$ cat src/rtl/simon_pkg.sv
// Shared constants, types and helpers for the Simon 32/64 key schedule.
// Z0 is written with index 0 at its leftmost (most significant) bit.
package simon_pkg;

    localparam int WORD      = 16;
    localparam int ROUNDS    = 32;
    localparam int KEY_WORDS = 4;

    localparam logic [61:0] Z0 =
        62'b11111010001001010110000111001101111101000100101011000011100110;

    localparam logic [WORD-1:0] RC = 16'hFFFC;

    typedef enum logic [1:0] {
        IDLE,
        EXPAND,
        DONE
    } state_t;

    function automatic logic [WORD-1:0] simon_ror(input logic [WORD-1:0] word,
                                                  input int unsigned     n);
        return (word >> n) | (word << (WORD - n));
    endfunction

    function automatic logic z0_bit(input logic [5:0] idx);
        return Z0[6'd61 - idx];
    endfunction

endpackage

$ cat src/rtl/simon_key_step.sv
// Combinational Simon 32/64 next-round-key function:
// rk[i] = C ^ z ^ rk[i-4] ^ tmp ^ ROR1(tmp), tmp = ROR3(rk[i-1]) ^ rk[i-3].
module simon_key_step
    import simon_pkg::*;
(
    input  logic [WORD-1:0] rk_m1,
    input  logic [WORD-1:0] rk_m3,
    input  logic [WORD-1:0] rk_m4,
    input  logic            zbit,
    output logic [WORD-1:0] rk_next
);

    logic [WORD-1:0] mix;
    logic [WORD-1:0] tmp;

    assign mix     = simon_ror(rk_m1, 3) ^ rk_m3;
    assign tmp     = mix ^ simon_ror(mix, 1);
    // The z bit only ever touches bit 0 of the round constant.
    assign rk_next = RC ^ {{(WORD-1){1'b0}}, zbit} ^ rk_m4 ^ tmp;

endmodule

$ cat src/rtl/simon_key_expand.sv
// Iterative Simon 32/64 key expansion: loads the master key, then writes one
// round key per cycle into a local register file with a combinational read port.
module simon_key_expand
    import simon_pkg::*;
(
    input  logic                    clk,
    input  logic                    rst_n,
    input  logic                    key_valid,
    output logic                    key_ready,
    input  logic [KEY_WORDS*WORD-1:0] keytext,
    input  logic [4:0]              rk_addr,
    output logic [WORD-1:0]         rk_data,
    output logic                    keys_valid,
    output logic                    busy
);

    localparam int CNT_W = $clog2(ROUNDS);

    state_t          state;
    logic [CNT_W-1:0] cnt;
    logic [WORD-1:0] rk [ROUNDS];
    logic [WORD-1:0] rk_next;
    logic            zbit;

    assign zbit = z0_bit(6'(cnt - CNT_W'(KEY_WORDS)));

    simon_key_step u_step (
        .rk_m1   (rk[cnt - CNT_W'(1)]),
        .rk_m3   (rk[cnt - CNT_W'(3)]),
        .rk_m4   (rk[cnt - CNT_W'(4)]),
        .zbit    (zbit),
        .rk_next (rk_next)
    );

    always_ff @(posedge clk or negedge rst_n) begin
        if (!rst_n) begin
            state      <= IDLE;
            cnt        <= '0;
            key_ready  <= 1'b1;
            keys_valid <= 1'b0;
            busy       <= 1'b0;
            for (int r = 0; r < ROUNDS; r++) rk[r] <= '0;
        end else begin
            case (state)
                IDLE, DONE: begin
                    // key_ready is high in both of these states, so key_valid alone accepts.
                    if (key_valid) begin
                        for (int w = 0; w < KEY_WORDS; w++)
                            rk[w] <= keytext[w*WORD +: WORD];
                        cnt        <= CNT_W'(KEY_WORDS);
                        keys_valid <= 1'b0;
                        key_ready  <= 1'b0;
                        busy       <= 1'b1;
                        state      <= EXPAND;
                    end
                end
                EXPAND: begin
                    rk[cnt] <= rk_next;
                    cnt     <= cnt + CNT_W'(1);
                    if (cnt == CNT_W'(ROUNDS - 1)) begin
                        keys_valid <= 1'b1;
                        key_ready  <= 1'b1;
                        busy       <= 1'b0;
                        state      <= DONE;
                    end
                end
                default: begin
                    state     <= IDLE;
                    key_ready <= 1'b1;
                    busy      <= 1'b0;
                end
            endcase
        end
    end

    always_comb begin
        rk_data = '0;
        if (int'(rk_addr) < ROUNDS) rk_data = rk[rk_addr];
    end

endmodule

$ cat config.mk
export PLATFORM = sky130hd
export DESIGN_NAME = simon_key_expand
export DESIGN_NICKNAME = d
export VERILOG_FILES = /design/src/rtl/simon_pkg.sv /design/src/rtl/simon_key_step.sv /design/src/rtl/simon_key_expand.sv
export SDC_FILE = /design/constraint.sdc
export NUM_CORES = 2
export LEC_CHECK = 0
export CAP_MARGIN = 10
export CORE_MARGIN = 3
export CORE_UTILIZATION = 38
export CTS_CLUSTER_DIAMETER = 30
export DETAILED_ROUTE_END_ITERATION = 10
export PLACE_DENSITY = 0.56
export SYNTH_ARGS = -nofsm -noshare
export SYNTH_HDL_FRONTEND = slang
export SYNTH_SLANG_ARGS = --single-unit
export TNS_END_PERCENT = 50
$ cat constraint.sdc
create_clock -name clk -period 5 [get_ports clk]
set_input_delay 0.5 -clock clk [delete_from_list [all_inputs] [get_ports clk]]
set_output_delay 0.5 -clock clk [all_outputs]
set_load 0.01 [all_outputs]
---- Word-level counts from Yosys, hierarchy flattened ----
Memories as Yosys holds them, arrays and structs flattened.
Cells that the tools add are included.
word-level totals
  memories kept ........................... 1
  latch bits .............................. 0
  register bits ........................... 522
  bits in writable memories ............... 0
  ROM bits ................................ 64
  word-level logic and storage cells ...... 104
  output and inout port bits .............. 19
memories
  memory            depth  width  rd ports  clocked after Yosys merged registers in  wr ports  line             text
  (name not given)  64     1      1         0                                        0         simon_pkg.sv:26  return Z0[6'd61 - idx];
operators by class
  bitwise logic cells ..................... 11
  add/sub/neg operators ................... 6
  shift operators ......................... 0
  muxes and demuxes ....................... 30
  reduce and logical (&&, ||, !) cells .... 7
  divide/modulo/power cells ............... 0
  magnitude comparators ................... 7
  $mul .................................... 0
  equal/unequal tests ..................... 5
operators by type and width
  operator             count
  $bwmux 512           1
  $bmux 16 s5          4
  $mux 16              9
  $pmux 64 s2          1
  $demux 16 s5         1
  $mux 64              1
  $xor 16x16->16       4
  $ge 6x6->1 const B   5
  $not 5->6            5
  $or 13x16->16        1
  $or 15x16->16        1
  $pmux 5 s2           1
  $lt 6x7->1 const B   1
  $lt 6x1->1 const B   1
  $pmux 1 s2           3
  $sub 5x3->6 const B  1
  $sub 6x6->6 const A  1
  $add 5x1->5 const B  1
  $eq 5x5->1 const B   1
  $mux 1               5
  $mux 5               1
  $sub 5x1->5 const B  1
  $sub 5x2->5 const B  1
  $sub 5x3->5 const B  1
  11 further kinds     14

---- Logic depth before layout (Yosys ltp) ----
  word-level depth ........................ 12
  depth in mapped cells ................... 18
  mapped depth without buffers ............ 10

---- Modules after synthesis ----
Synthesis repeated with hierarchy kept, for this count alone.
unflattened totals
  cells, all modules ...................... 2564
  area, all modules ....................... 36442.5 µm²
by module, submodules not included
  module            sequential area each (µm²)  times used  area an instance (µm²)  cells each
  simon_key_expand  13063.8                     1           35883.2                 2529
  simon_key_step    0.0                         1           559.3                   35

---- Worst setup path after synthesis ----
Ideal clock, no wire load.
  path kind ............................... register to register
  start ................................... register cnt[1]
  end ..................................... register rk[370] (netlist name)
  slack ................................... 0.733 ns
  path buffers ............................ 5
  required time ........................... 4.867 ns
  arrival ................................. 4.134 ns
  stages on the path, launching flop included .. 15
  library setup time ...................... 0.133 ns
  cell sequence ........................... dfrtp_1 buf_2 buf_2 inv_1 ha_1 buf_4 buf_1 mux4_2 mux4_2 mux2i_1 xor2_1 xnor2_1 xnor2_1 buf_2 o21ai_0
between the ends
  cells in the longest elaborated chain, start to end .. 11
  elaborated cells on any way between the ends .. 28
  those cells by class .................... add/sub (3); order compare (2); mux (12); bitwise (10); reduce/logical (1)
RTL lines
  item                                         line                    text
  start, declared                              simon_key_expand.sv:20  logic [CNT_W-1:0] cnt;
  start signal, assigned                       simon_key_expand.sv:50  cnt <= CNT_W'(KEY_WORDS);
  start signal, assigned                       simon_key_expand.sv:59  cnt <= cnt + CNT_W'(1);
  $sub 5x1->5                                  simon_key_expand.sv:28  .rk_m1 (rk[cnt - CNT_W'(1)]),
  $not 5->6 (implied by the code)              simon_key_expand.sv:28
  $bmux 16 s5                                  simon_key_expand.sv:28
  $mux 16 (implied by the code) (2 in series)  simon_key_expand.sv:28
  $or 13x16->16                                simon_pkg.sv:22         return (word >> n) | (word << (WORD - n));
  $xor 16x16->16                               simon_key_step.sv:16    assign mix = simon_ror(rk_m1, 3) ^ rk_m3;
  $or 15x16->16                                simon_pkg.sv:22
  $xor 16x16->16                               simon_key_step.sv:17    assign tmp = mix ^ simon_ror(mix, 1);
  $xor 16x16->16                               simon_key_step.sv:19    assign rk_next = RC ^ {{(WORD-1){1'b0}}, zbit} ^ rk_m4 ^ tmp;
  $bwmux 512 *                                 simon_key_expand.sv:58  rk[cnt] <= rk_next;
  end signal, assigned by index                simon_key_expand.sv:49  rk[w] <= keytext[w*WORD +: WORD];
  end signal, assigned by index                simon_key_expand.sv:58
  end, declared                                simon_key_expand.sv:21  logic [WORD-1:0] rk [ROUNDS];
Every way passes the cells marked *; elsewhere a longest branch is shown, timed or not. The select of a mux whose other input is x is not followed.
A chain may end at the register's enable or synchronous reset.

---- Worst setup path in the final report ----
  start ................................... register cnt[0]
  end ..................................... register rk[404] (netlist name)
Same word-level chain as after synthesis.

==> results by group <==
Timing
  – Worst setup margin: about 210 ps
  – Final min period: 4790 ps
  – Hold Fails Final Rpt: 0
  – Relative slew slack: 20.8%
  – RSZ-0062 raised after global routing: no
  – Worst hold margin: 422 ps
  – Slew @ Worst Pin: approximately 1200 ps
  – Period utilization: around 96%
  – Final Slew Violations: 0
  – Final setup fails: 0
  – Max Clock Freq: 209 MHz
  – Worst Clk Skew: 51.8 ps

Job
  – MaxCap Viol Count: 0

Critical path
  – R2R setup slack: 210 ps
  – Critical R2R Capture: rk[404]$_DFFE_PN0P_
  – Worst Path Arrival: 5330 ps
  – CP required: 5540 ps
  – R2R cell count: 13
  – CP max FO: 32
  – Crit end category: flop
  – RR Startpoint: cnt[0]$_DFFE_PN0P_
  – Critical Path Source Type: flop
  – Crit path kind: reg -> reg
  – End point of the critical path: rk[404]$_DFFE_PN0P_
  – Critical Path Source: cnt[0]$_DFFE_PN0P_

Place
  – Place WS: -19.1 ps
  – Placed cell areas: 0.0382 sq mm
  – DPL Wire Length: 82900 microns
  – PortBufs: 90
  – Routability Congestion: 0.900

Yosys
  – Synth unique cells: 45
  – Syn Inst Count: between 2k and 3k
  – EDFF count, synth: 0
  – Post-Syn Area: 0.0355 sq mm
  – Post-synthesis register bit count: approximately 520
  – Synthesis warning total: 0
  – Async set-reset flop share out of synthesis: 100%
  – Mean Syn Cell Area: 12.6 sq um
  – Synthesized net count: 2906
  – Sequential share of the synthesized area: a little under two fifths
  – Post-synth top flop: dfrtp_1

Floorplan
  – Initial Utilization: 38.5%
  – Ports: 91
  – Die Footprint: between 0.09 and 0.1 sq mm
  – Rows: 111
  – Die Width: 312 microns
  – Die Y: 312 microns
  – Core area: 0.0922 sq mm

Global routing
  – Grt met3 use: 8.47%
  – GRT overflow: 0
  – Total track usage: between 20% and 30%
  – Global routing usage on met2: 39.4%
  – Pin count of the biggest net entering global routing: 125
  – Global-route wire length before repair: 194000 microns
  – GRT busiest layer: met2
  – Vias in the first global route: 27.6k
  – Initial antenna violation count: 4
  – Met1 Use GR: 37.1%

Worst hold path
  – Hold WC Path Type: in -> async

Layout
  – Nets: 2951
  – Area Overhead vs Synth: 19.8%
  – # fillers: 8113
  – Fin util: 46.2%
  – Antenna cell count: 0
  – Final instance area: 0.0426 sq mm
  – Commonest non-fill, non-tap cell in the layout: mux4_2
  – Most frequent cells in the layout: mux4_2 (618), nand2_1 (550), dfrtp_1 (518)
  – Fraction of layout cells with a size suffix above 1: 34.5%

Clock tree
  – Clk slew on worst S/H paths: 50 ps
  – Total CTS buffers: ~120
  – CTS Root Cell: clkbuf_16
  – CTS tree: built
  – Post-CTS Repair Setup Buffers: 0
  – CTS Sinks: approximately 520
  – H-tree lvl count: 3
  – Clk_lat worst skew: 720 ps
  – CTS Buffer Depth: 3

Detailed routing
  – Detailed-route via count: 27.9k
  – DRT iter0 DRCs: 3708
  – Routed len/inst: 31.0 microns
  – Pre-antenna DRT Iters: 6
  – DRC errors left: 0
  – Antenna Nets Post-Route: 0
  – Vias per cell: 6.64
  – Final WL: 131000 microns

Outcome
  – Status: finished clean
-- worst max-delay path, cell delays in order, from the launching register on --
cell,delay [ps]
dfrtp_4,570
clkinv_1,120
buf_4,210
ha_1,420
xor2_4,170
buf_4,330
buf_4,210
nand2_1,70
and3_1,200
a311oi_1,250
a31oi_1,120
xor2_1,560
xnor3_1,1110
o21ai_0,250
-- layout make-up --
class | instances | area [sq um] | share of cell area (%)
Clock inverter | 73 | 1060 | 2.50
Clock buffer | 150 | 3260 | 7.67
Multi-Input combinational cell | 1983 | 21300 | 50.0
Sequential cell | 522 | 13100 | 30.7
Tap cell | 1243 | 1560 | 3.65
Timing Repair Buffer | 233 | 2300 | 5.41
Inverter | 6 | 22.5 | 0.0529
-- cell families (layout without fill, tap and decap cells) --
| kind of cell | count (synthesis) | after routing | share of synthesized area, % |
|---|---|---|---|
| simple gates | 604 | 604 | 6.66 |
| xor+xnor | 62 | 62 | 1.67 |
| compound gates | 606 | 606 | 8.89 |
| fa+ha+maj | 15 | 15 | 0.528 |
| buf+inv | 314 | 462 | 4.00 |
| flops | 522 | 522 | 36.8 |
| mux | 696 | 696 | 41.5 |
-- layer usage --
layer,wire [microns],share of wire (%),up-vias
li1,-,-,11100
met1,49100,38,14500
met2,58000,44,2038
met3,16800,13,356
met4,6680,5.1,2
met5,12,0.0092,-
-- synth_stat cells (3+ instances only) --
cell type / number / area, sq um
nand2_1: 550 / 2060
buf_6: 11 / 124
xnor3_1: 3 / 67.6
mux2_2: 18 / 203
nand2b_1: 4 / 25.0
dfrtp_1: 521 / 13000
a31oi_1: 5 / 31.3
a21oi_1: 69 / 345
ha_1: 15 / 188
clkinv_1: 3 / 11.3
buf_4: 18 / 135
nand3_1: 4 / 20.0
o21ai_0: 453 / 2270
mux2i_1: 59 / 591
xnor2_1: 39 / 342
buf_2: 64 / 320
o21ai_1: 6 / 30.0
buf_1: 28 / 105
clkbuf_2: 10 / 50.1
mux4_2: 618 / 13900
and2_1: 6 / 37.5
nor2_1: 8 / 30.0
nand4_1: 5 / 31.3
nor3_1: 8 / 40.0
xor2_1: 19 / 166
clkbuf_1: 177 / 664
and3_1: 17 / 106
o22ai_1: 58 / 363
-- how the worst min path moves through the flow --
stage                     cells past startpoint              startpoint                      to
after global routing                          3             keytext[50]     rk[450]$_DFFE_PN0P_
after detailed placement                      2  keys_valid$_DFFE_PN0P_  keys_valid$_DFFE_PN0P_
final                                         2                   rst_n     rk[114]$_DFFE_PN0P_
after floorplan                               0                   rst_n        busy$_DFFE_PN0P_
after global placement                        2  keys_valid$_DFFE_PN0P_  keys_valid$_DFFE_PN0P_
after CTS                                     2                   rst_n     rk[446]$_DFFE_PN0P_
-- registers in the layout (all words and copies together), names as in the netlist --
name        flops
keys_valid      1
state           2
key_ready       1
rk            512
cnt             5
busy            1
-- per-stage QoR --
stage,cells,setup TNS [ps]
2_1_floorplan,2819,0
3_3_place_gp,3984,0
3_5_place_dp,3984,-30.1
4_1_cts,4208,0
5_1_grt,4210,0
6_report,4210,0
-- timing repair --
action                     in CTS  in global routing
hold endpoints to repair       90                  0
hold buffers                    1                  0
setup endpoints to repair       5                  0
gates resized for setup         1                  0
Power is not shown: default switching activity piles up to over one toggle a cycle in this logic, so the estimate is an artifact.
